`src/rtl/paralelo_serial.sv`:
```
// Byte-to-serial PHY transmitter: a 4-byte comma training burst after reset, then one byte per 8-cycle slot, MSB first.
// Latency: a byte sampled at load edge E drives its MSB after E and its LSB after E+7.
// Backpressure: no buffering; ready_out pulses one cycle in eight, and a byte not presented at that load is dropped.
// Optional: define PS_BC_ERR_EN to add the sticky err_bc flag, set when a valid data byte equals the idle/comma byte.
module paralelo_serial #(
    parameter logic [7:0] IDLE_BYTE   = 8'hBC,
    parameter int         TRAIN_COUNT = 4
) (
    input  logic       clk_32f,
    input  logic       reset,
    input  logic [7:0] data_in,
    input  logic       valid_in,
    output logic       ready_out,
    output logic       data_out,
    output logic       active_tx
`ifdef PS_BC_ERR_EN
    ,
    output logic       err_bc
`endif
);

    typedef enum logic {
        ST_TRAIN = 1'b0,
        ST_RUN   = 1'b1
    } state_t;

    // Training count of the final comma; the transition to RUN happens on that load.
    localparam logic [3:0] TRAIN_LAST = 4'(TRAIN_COUNT - 1);

    state_t     state_q, state_d;
    logic [2:0] bit_cnt_q, bit_cnt_d;
    logic [7:0] shreg_q, shreg_d;
    logic [3:0] train_cnt_q, train_cnt_d;
    logic       data_out_q, data_out_d;
    logic       ready_q, ready_d;
    logic       active_q, active_d;
    logic [7:0] byte_sel;
    logic       load;
`ifdef PS_BC_ERR_EN
    logic       err_q, err_d;
`endif

    // Slot sequencing: pick the byte at a load edge, otherwise keep shifting the current one out.
    always_comb begin
        bit_cnt_d   = bit_cnt_q + 3'd1;
        shreg_d     = {shreg_q[6:0], 1'b0};
        data_out_d  = shreg_q[7];
        train_cnt_d = train_cnt_q;
        state_d     = state_q;
        active_d    = active_q;
        byte_sel    = IDLE_BYTE;
        load        = (bit_cnt_q == 3'd7);
`ifdef PS_BC_ERR_EN
        err_d       = err_q;
`endif
        if (load) begin
            if (state_q == ST_TRAIN) begin
                // Commas only; anything on the parallel side is ignored while training.
                train_cnt_d = train_cnt_q + 4'd1;
                if (train_cnt_q == TRAIN_LAST) begin
                    state_d  = ST_RUN;
                    active_d = 1'b1;
                end
            end else if (valid_in) begin
                byte_sel = data_in;
`ifdef PS_BC_ERR_EN
                // A data byte that looks like a comma is sent anyway; the receiver will lose it.
                if (data_in == IDLE_BYTE) begin
                    err_d = 1'b1;
                end
`endif
            end
            data_out_d = byte_sel[7];
            shreg_d    = {byte_sel[6:0], 1'b0};
        end
        // ready_out covers exactly the cycle that precedes a RUN load edge.
        ready_d = (bit_cnt_q == 3'd6) && (state_d == ST_RUN);
    end

    // State registers with synchronous active-high reset; a reset abandons any partial byte.
    always_ff @(posedge clk_32f) begin
        if (reset) begin
            state_q     <= ST_TRAIN;
            bit_cnt_q   <= 3'd7;
            shreg_q     <= 8'h00;
            train_cnt_q <= 4'd0;
            data_out_q  <= 1'b0;
            ready_q     <= 1'b0;
            active_q    <= 1'b0;
`ifdef PS_BC_ERR_EN
            err_q       <= 1'b0;
`endif
        end else begin
            state_q     <= state_d;
            bit_cnt_q   <= bit_cnt_d;
            shreg_q     <= shreg_d;
            train_cnt_q <= train_cnt_d;
            data_out_q  <= data_out_d;
            ready_q     <= ready_d;
            active_q    <= active_d;
`ifdef PS_BC_ERR_EN
            err_q       <= err_d;
`endif
        end
    end

    assign data_out  = data_out_q;
    assign ready_out = ready_q;
    assign active_tx = active_q;
`ifdef PS_BC_ERR_EN
    assign err_bc    = err_q;
`endif

endmodule
```
`config.mk`:
```
export PLATFORM = sky130hd
export DESIGN_NAME = paralelo_serial
export DESIGN_NICKNAME = d
export VERILOG_FILES = /design/src/rtl/paralelo_serial.sv
export SDC_FILE = /design/constraint.sdc
export NUM_CORES = 1
export LEC_CHECK = 0
export BUFFER_PORTS_ARGS = -buffer_cell sky130_fd_sc_hd__buf_2
export CORE_MARGIN = 2
export CORE_UTILIZATION = 45
export CTS_CLUSTER_DIAMETER = 80
export DETAILED_ROUTE_END_ITERATION = 8
export PLACE_DENSITY = 0.67
export SLEW_MARGIN = 20
export SYNTH_ARGS = -nofsm -noshare
export SYNTH_HDL_FRONTEND = slang
export SYNTH_SLANG_ARGS = --single-unit
export TNS_END_PERCENT = 20
```
`constraint.sdc`:
```
create_clock -name clk_32f -period 2 [get_ports clk_32f]
set_input_delay 0.4 -clock clk_32f [delete_from_list [all_inputs] [get_ports clk_32f]]
set_output_delay 0.4 -clock clk_32f [all_outputs]
set_load 0.05 [all_outputs]
```
# After elaboration in Yosys (flattened, before gate mapping)
# Index checks and enable logic that the tools add are counted.
# classes
add_sub_neg	2
n_mul	0
div	0
order_cmp	0
n_eq_ne	3
n_shift	0
muxes	7
bitwise_logic	1
reduce_logical	3
# ops
op	count
two-way mux 8 bit	3
== test 3 bit, second input constant	2
adder 4 x 1 -> 4 bit, second input constant	1
== test 4 x 2 -> 1 bit, second input constant	1
two-way mux 1 bit	4
adder 3 x 1 -> 3 bit, second input constant	1
AND reduction 3 bit	1
AND reduction 2 bit	1
logical AND 1 bit	1
NOT 1 bit	1
# totals
regBits	19
latch_bits	0
mem_bits_rw	0
rom_bits	0
inputBits	11
out_inout_bits	3
memories	0

# Longest topological paths before layout
# Gate-level depths: netlist of the first run.
# depth
depth_word	5
depth_mapped	6

# Least setup slack after synthesis of the first run
# No wires, ideal clock.
# synth_timing
path_type	reg-to-reg
from	register bit_cnt_q[0]
to	register train_cnt_q[3]
setup_ns	0.121
arrival_ns	1.420
required_time_ns	1.879
slack_ns	0.459
path_stages_with_launch	7
period_less_slack_ns	1.541
path_cell_list	dfxtp_1 -> ha_1 -> ha_1 -> buf_4 -> and2b_2 -> nand4_1 -> mux2_4
# synth_via
elab_chain_len	2
# synth_rtl
element	line_no	text
from (decl)	31	logic [2:0] bit_cnt_q, bit_cnt_d;
from (signal assigned)	95	bit_cnt_q <= bit_cnt_d;
== test 3 bit	52	load = (bit_cnt_q == 3'd7);
AND reduction 2 bit (no source line)	n/a	
to (signal assigned)	97	train_cnt_q <= train_cnt_d;
to (decl)	33	logic [3:0] train_cnt_q, train_cnt_d;
# Every way passes these cells.
# A chain may end at the register's enable or synchronous reset.

# Final worst setup path of the first run
# Same ends and word-level chain as after synthesis.

==> impl_metrics.csv, run 1 <==
group,metric,value,unit
grt,grtUsageTotal,0.1321,
setup_path,worst_path_max_delay_cell,"dfxtp_1",
synth,synth_seq_cells,18,
cts,cts-resized-gates,0,
place,post_dp_cell_area,774.5,sq um
drt,num_vias,520,
drt,wire_per_inst,10.83,um
setup_path,worst_path_most_repeated_cell,"ha_1",
synth,avgSynthCellArea,9.615,sq um
setup_path,cp.required,2180,ps
setup_path,cp-end-kind,"register",
die,initial_core_util,0.4714,
drt,viasPerCell,5.098,
timing,rsz0062_at_grt,"false",
cts,ctsHtreeMaxLevel,1,
final_layout,antenna_cells,0,
timing,tns,0,ps
place,gp_congestion,0.7209,
setup_path,path_cells,"ha_1 -> ha_1 -> and2b_2 -> nand4_1 -> mux2_4",
cts,post-cts-setup-buffers,0,
grt,grt-ovfl-total,0,
synth,synth.distinct_cells,24,
synth,syn_area,701.9,sq um
setup_path,r2r-end,"train_cnt_q[3]",
die,die_area,1892,sq um
grt,grt_start_max_net_pins,19,
drt,ant_nets,0,
setup_path,path_class,"register to register",
cts,clkTransAtPathRegs,100,ps
final_layout,utilization,0.5353,
setup_path,crit_fanout,4,
cts,cts_tree,"built",
timing,timing.final.crit_share,0.7408,
place,hpwl,778.1,um
timing,relSlewSlack,0.7982,
final_layout,seq_area,360.3,sq um
setup_path,crit_end,"train_cnt_q[3]",
timing,maxSlewViolCount,0,
timing,finalCriticalPeriod,1482,ps
synth,synth.net_count,88,
cts,clock_latency,290,ps
final_layout,fillCellCount,139,
cts,clock_path_buffers,2,
setup_path,ff2ff_path_depth,5,
synth,postSynthCellCount,73,
cts,clkSinkCount,18,
drt,drt_iter0_markers,3,
pwr,irDropWorstVdd,0.3575,mV
timing,hold_slack,334.9,ps
drt,wl,1105,um
drt,drc,0,
final_layout,layout.nets,103,
setup_path,cp-start-kind,"register",
setup_path,cp.arrival,1660,ps
synth,yosys_warnings,0,
cts,cts_hold_buf,0,
timing,setup_violations,0,
worst_hold_path,hp-class,"input pin to register",
pwr,power_density,874.8,nW/um^2
pwr,p_leak,0.3470,nW
setup_path,slowest_delay,330,ps
drt,firstDrtPassIters,3,
grt,antenna_found_initial,0,
cts,root_buffer,"clkbuf_4",
timing,fin_skew,6.686,ps
setup_path,worstSetupStartpoint,"bit_cnt_q[0]",
synth,ys_seq_area_frac,0.5134,
final_layout,drive_above_1_share,0.2326,
die,die_x,43.50,um
die,coreArea,1489,sq um
final_layout,stdcell_area,797.0,sq um
grt,grt_pass1_vias,453,
die,num_io_pins,14,
timing,fmax,675.0,MHz
status,status,"finished clean",
place,portBuffers,13,
setup_path,r2r_start,"bit_cnt_q[0]",
die,die_height,43.50,um
setup_path,reg2reg_setup_slack,520,ps
cts,cts_buffers,3,
timing,tightest_slew,302.7,ps
timing,finalHoldViolations,0,
run,maxCapViolations,0,
final_layout,syn_to_final_growth,13.55,%
die,rows,14,
final_layout,multi_input_area,314.1,sq um
grt,grt_pass1_wl,1828,um
## routing by layer
layer  GRT usage  vias to the layer above  routed length, um
met1      0.1697                      235                573
met4     0.09091                        0                 15
met3     0.03750                        2                 51
met5           0                        -                  0
li1            -                      274                  -
met2      0.1910                        9                465
## through the flow
stage	setup WS, ps	power (mW)	instances
3_3_place_gp	568.3	0.5311	99
5_1_grt	454.1	0.7390	102
2_1_floorplan	459.1	0.5072	73
4_1_cts	515.2	0.7023	102
6_report	518.4	0.6972	102
3_5_place_dp	525.7	0.5342	99
## critical path: cells and delay by family, from the launching register on
kind          cells  cell delay (ps)
simple gates      2              350
mux               1              310
fa+ha+maj         2              400
flops             1              330
## kinds of logic after synthesis
kind of cell	share of synthesized area
adder cells (fa/ha/maj)	0.07130
AO/OA/AOI/OAI	0.08378
multiplexers	0.03564
flip-flops	0.5134
XOR/XNOR	0.02496
buffers and inverters	0.03922
AND/OR/NAND/NOR	0.2317
## placed cells by master (no fill, tap or decap), types with 2 or more instances in the layout
master and count:
dfxtp_1 18, nor2_1 16, buf_2 13, a211oi_1 5
nand2b_1 4, ha_1 4, a21oi_1 3, nand4_1 3
clkbuf_4 3, inv_1 2, nand2_1 2
## synthesized netlist by cell type, drive strengths merged
cell      n  area, sq um
xnor2     1        8.760
nand2b    4        25.02
xor2      1        8.760
nor2     16        60.06
nor3      1        5.000
buf       2        12.51
a211oi    5        37.54
dfxtp    18        360.4
mux2      1        15.01
ha        4        50.05
and3      1        6.260
and2b     1        8.760
nand3b    1        7.510
nand2     2        7.510
or2       1        6.260
nand4bb   1        11.26
clkbuf    2        7.510
inv       2        7.510
a31oi     1        6.260
a21oi     3        15.01
nor2b     1        6.260
nand4     3        18.77
mux2i     1        10.01
## how the worst min path moves through the flow
stage	from	to	slack [ps]	depth (start not counted)
floorplan	bit_cnt_q[0]	bit_cnt_q[0]	390	1
finish	data_in[0]	shreg_q[1]	330	3
global route	data_in[0]	shreg_q[1]	340	3
detailed placement	bit_cnt_q[0]	bit_cnt_q[0]	410	1
global placement	bit_cnt_q[0]	bit_cnt_q[0]	400	1
CTS	data_in[0]	shreg_q[1]	340	3
## state kept, by name (all words and copies together) (netlist names)
signal and cells:
shreg_q 7, train_cnt_q 4, bit_cnt_q 3, active_tx 1, data_out 1, ready_out 1, state_q 1
## final cells by class
type / count / share of cell area
flip-flops and latches: 18 / 0.4521
multi-input cells: 49 / 0.3940
repair buffers: 14 / 0.09105
clock buffers: 3 / 0.02826
well taps: 16 / 0.02512
inverters: 2 / 0.009419
## where the power goes
group / switching, mW / internal, mW / total (mW)
Combinational: 0.0658 / 0.0530 / 0.119
Sequential: 0.0156 / 0.391 / 0.406
Clock: 0.102 / 0.0699 / 0.172
Total: 0.184 / 0.514 / 0.697
(Power assumes the default switching activity.)
==> inputs of run 2 (changes only) <==
==> constraint.sdc (replaced) <==
create_clock -name clk_32f -period 1.5 [get_ports clk_32f]
set_input_delay 0.3 -clock clk_32f [delete_from_list [all_inputs] [get_ports clk_32f]]
set_output_delay 0.3 -clock clk_32f [all_outputs]
set_load 0.05 [all_outputs]
==> impl_metrics.csv, run 2 (same netlist as run 1, synthesis figures left out) <==
group,metric,value,unit
status,status,"finished clean",
setup_path,reg2reg_setup_slack,70,ps
grt,grtUsageMet2,0.2119,
final_layout,stdcell_area,804.5,sq um
place,post_dp_cell_area,777.0,sq um
final_layout,fillCellCount,148,
final_layout,antenna_cells,0,
die,coreArea,1489,sq um
setup_path,path_class,"register to register",
timing,finalCriticalPeriod,1434,ps
final_layout,largest_reg_flops,7,
drt,wire_per_inst,10.42,um
run,maxCapViolations,0,
timing,timing.final.crit_share,0.9563,
grt,grt-ovfl-total,0,
drt,viasPerCell,4.922,
die,die_area,1892,sq um
worst_hold_path,min_to,"shreg_q[1]",
cts,clock_latency,280,ps
grt,grtUsageTotal,0.1389,
cts,clkTransAtPathRegs,90,ps
drt,num_vias,502,
setup_path,ff2ff_path_depth,5,
grt,globalRouteMet1Util,0.1641,
drt,wl,1063,um
place,gp_congestion,0.7134,
drt,ant_nets,0,
timing,fmax,697.1,MHz
setup_path,path_cells,"ha_1 -> ha_2 -> and2b_2 -> nand4_1 -> mux2_4",
cts,post-cts-setup-buffers,0,
die,die_x,43.50,um
final_layout,final_common_cell,"dfxtp_1",
final_layout,utilization,0.5403,
timing,tns,0,ps
final_layout,layout.nets,103,
setup_path,cp.arrival,1620,ps
place,hpwl,774,um
cts,clock_path_buffers,2,
cts,ctsHtreeMaxLevel,1,
pwr,irDropWorstVdd,0.6161,mV
pwr,power_density,1157,nW/um^2
grt,met3_usage,0.07500,
final_layout,drive_above_1_share,0.2558,
timing,tightest_slew,298.7,ps
drt,firstDrtPassIters,2,
setup_path,r2r-end,"train_cnt_q[3]",
worst_hold_path,hold_start,"data_in[0]",
final_layout,multi_input_area,316.6,sq um
timing,relSlewSlack,0.8009,
cts,cts_tree,"built",
setup_path,cp.required,1680,ps
worst_hold_path,hp-class,"input pin to register",
final_layout,seq_area,361.6,sq um
timing,finalHoldViolations,0,
place,portBuffers,13,
die,num_io_pins,14,
grt,antenna_found_initial,0,
drt,drt_iter0_markers,1,
timing,fin_skew,0.5623,ps
drt,drc,0,
pwr,p_leak,0.3466,nW
grt,grt_start_max_net_pins,19,
final_layout,final_cell_mix,"dfxtp_1, nor2_1, buf_2",
setup_path,cp-start-kind,"register",
setup_path,cp-end-kind,"register",
final_layout,largest-register,"shreg_q",
die,initial_core_util,0.4714,
grt,grt_pass1_vias,469,
grt,gr-max-usage-layer,"met2",
grt,grt_pass1_wl,1869,um
cts,clkSinkCount,18,
timing,rsz0062_at_grt,"false",
setup_path,slowest_delay,340,ps
setup_path,worst_path_max_delay_cell,"dfxtp_2",
cts,root_buffer,"clkbuf_4",
final_layout,top_regs,"shreg_q: 7 flops, train_cnt_q: 4 flops, bit_cnt_q: 3 flops",
timing,maxSlewViolCount,0,
die,die_height,43.50,um
die,rows,14,
setup_path,crit_fanout,4,
final_layout,syn_to_final_growth,14.62,%
cts,cts_buffers,3,
timing,setup_violations,0,
timing,hold_slack,232.6,ps
setup_path,r2r_start,"bit_cnt_q[0]",
worst_hold_path,min_path_cells,3,
[run 2: changes by cell type in the layout (fill, tap and decap cells not counted)]
cell / previous run / this run
dfxtp_1: 18 / 17
buf_6: 0 / 1
ha_1: 4 / 3
buf_4: 1 / 0
ha_2: 0 / 1
dfxtp_2: 0 / 1
[run 2: through the flow]
step	total power, mW	cells	worst slack (ps)
5_1_grt	0.9898	102	2.333
3_3_place_gp	0.7101	99	104.3
6_report	0.9309	102	65.55
2_1_floorplan	0.6820	73	5.768
3_5_place_dp	0.7134	99	71.79
4_1_cts	0.9417	102	62.27
[run 2: report_power, final]
group / switching (mW) / total (mW) / internal (mW)
clock: 0.133 / 0.226 / 0.0933
sequential: 0.0215 / 0.543 / 0.521
combinational: 0.0874 / 0.162 / 0.0746
[run 2: repair_timing]
item,CTS,global route
endpoints found under the hold margin,0,0
setup endpoints to repair,0,1
hold buffers,0,0
gates resized for setup,0,2
[run 2: layer usage]
layer  share of wire  up-vias
met4          0.0085        0
met1            0.50      216
li1                -      273
met5               0        -
met2            0.43       11
met3           0.058        2
[run 2: area by class of cell]
type,count,share of cell area
inverter,2,0.009331
multi-input combinational,49,0.3935
sequential,18,0.4495
timing repair buffer,14,0.09487
clock buffer,3,0.02799
tap,16,0.02488
[run 2: how the worst max path moves through the flow]
stage,start,to,slack [ps],cells past startpoint
after floorplan,bit_cnt_q[0],train_cnt_q[3],6,6
after global placement,bit_cnt_q[0],train_cnt_q[3],100,5
after detailed placement,bit_cnt_q[0],train_cnt_q[3],70,5
after CTS,bit_cnt_q[0],train_cnt_q[3],60,5
after global routing,bit_cnt_q[0],train_cnt_q[3],2,5
final,bit_cnt_q[0],train_cnt_q[3],70,5
[run 2: critical path: cells and delay by family, from the launching register on]
family	cells	cell delay, ps
fa+ha+maj	2	370
flops	1	340
mux	1	300
simple gates	2	330
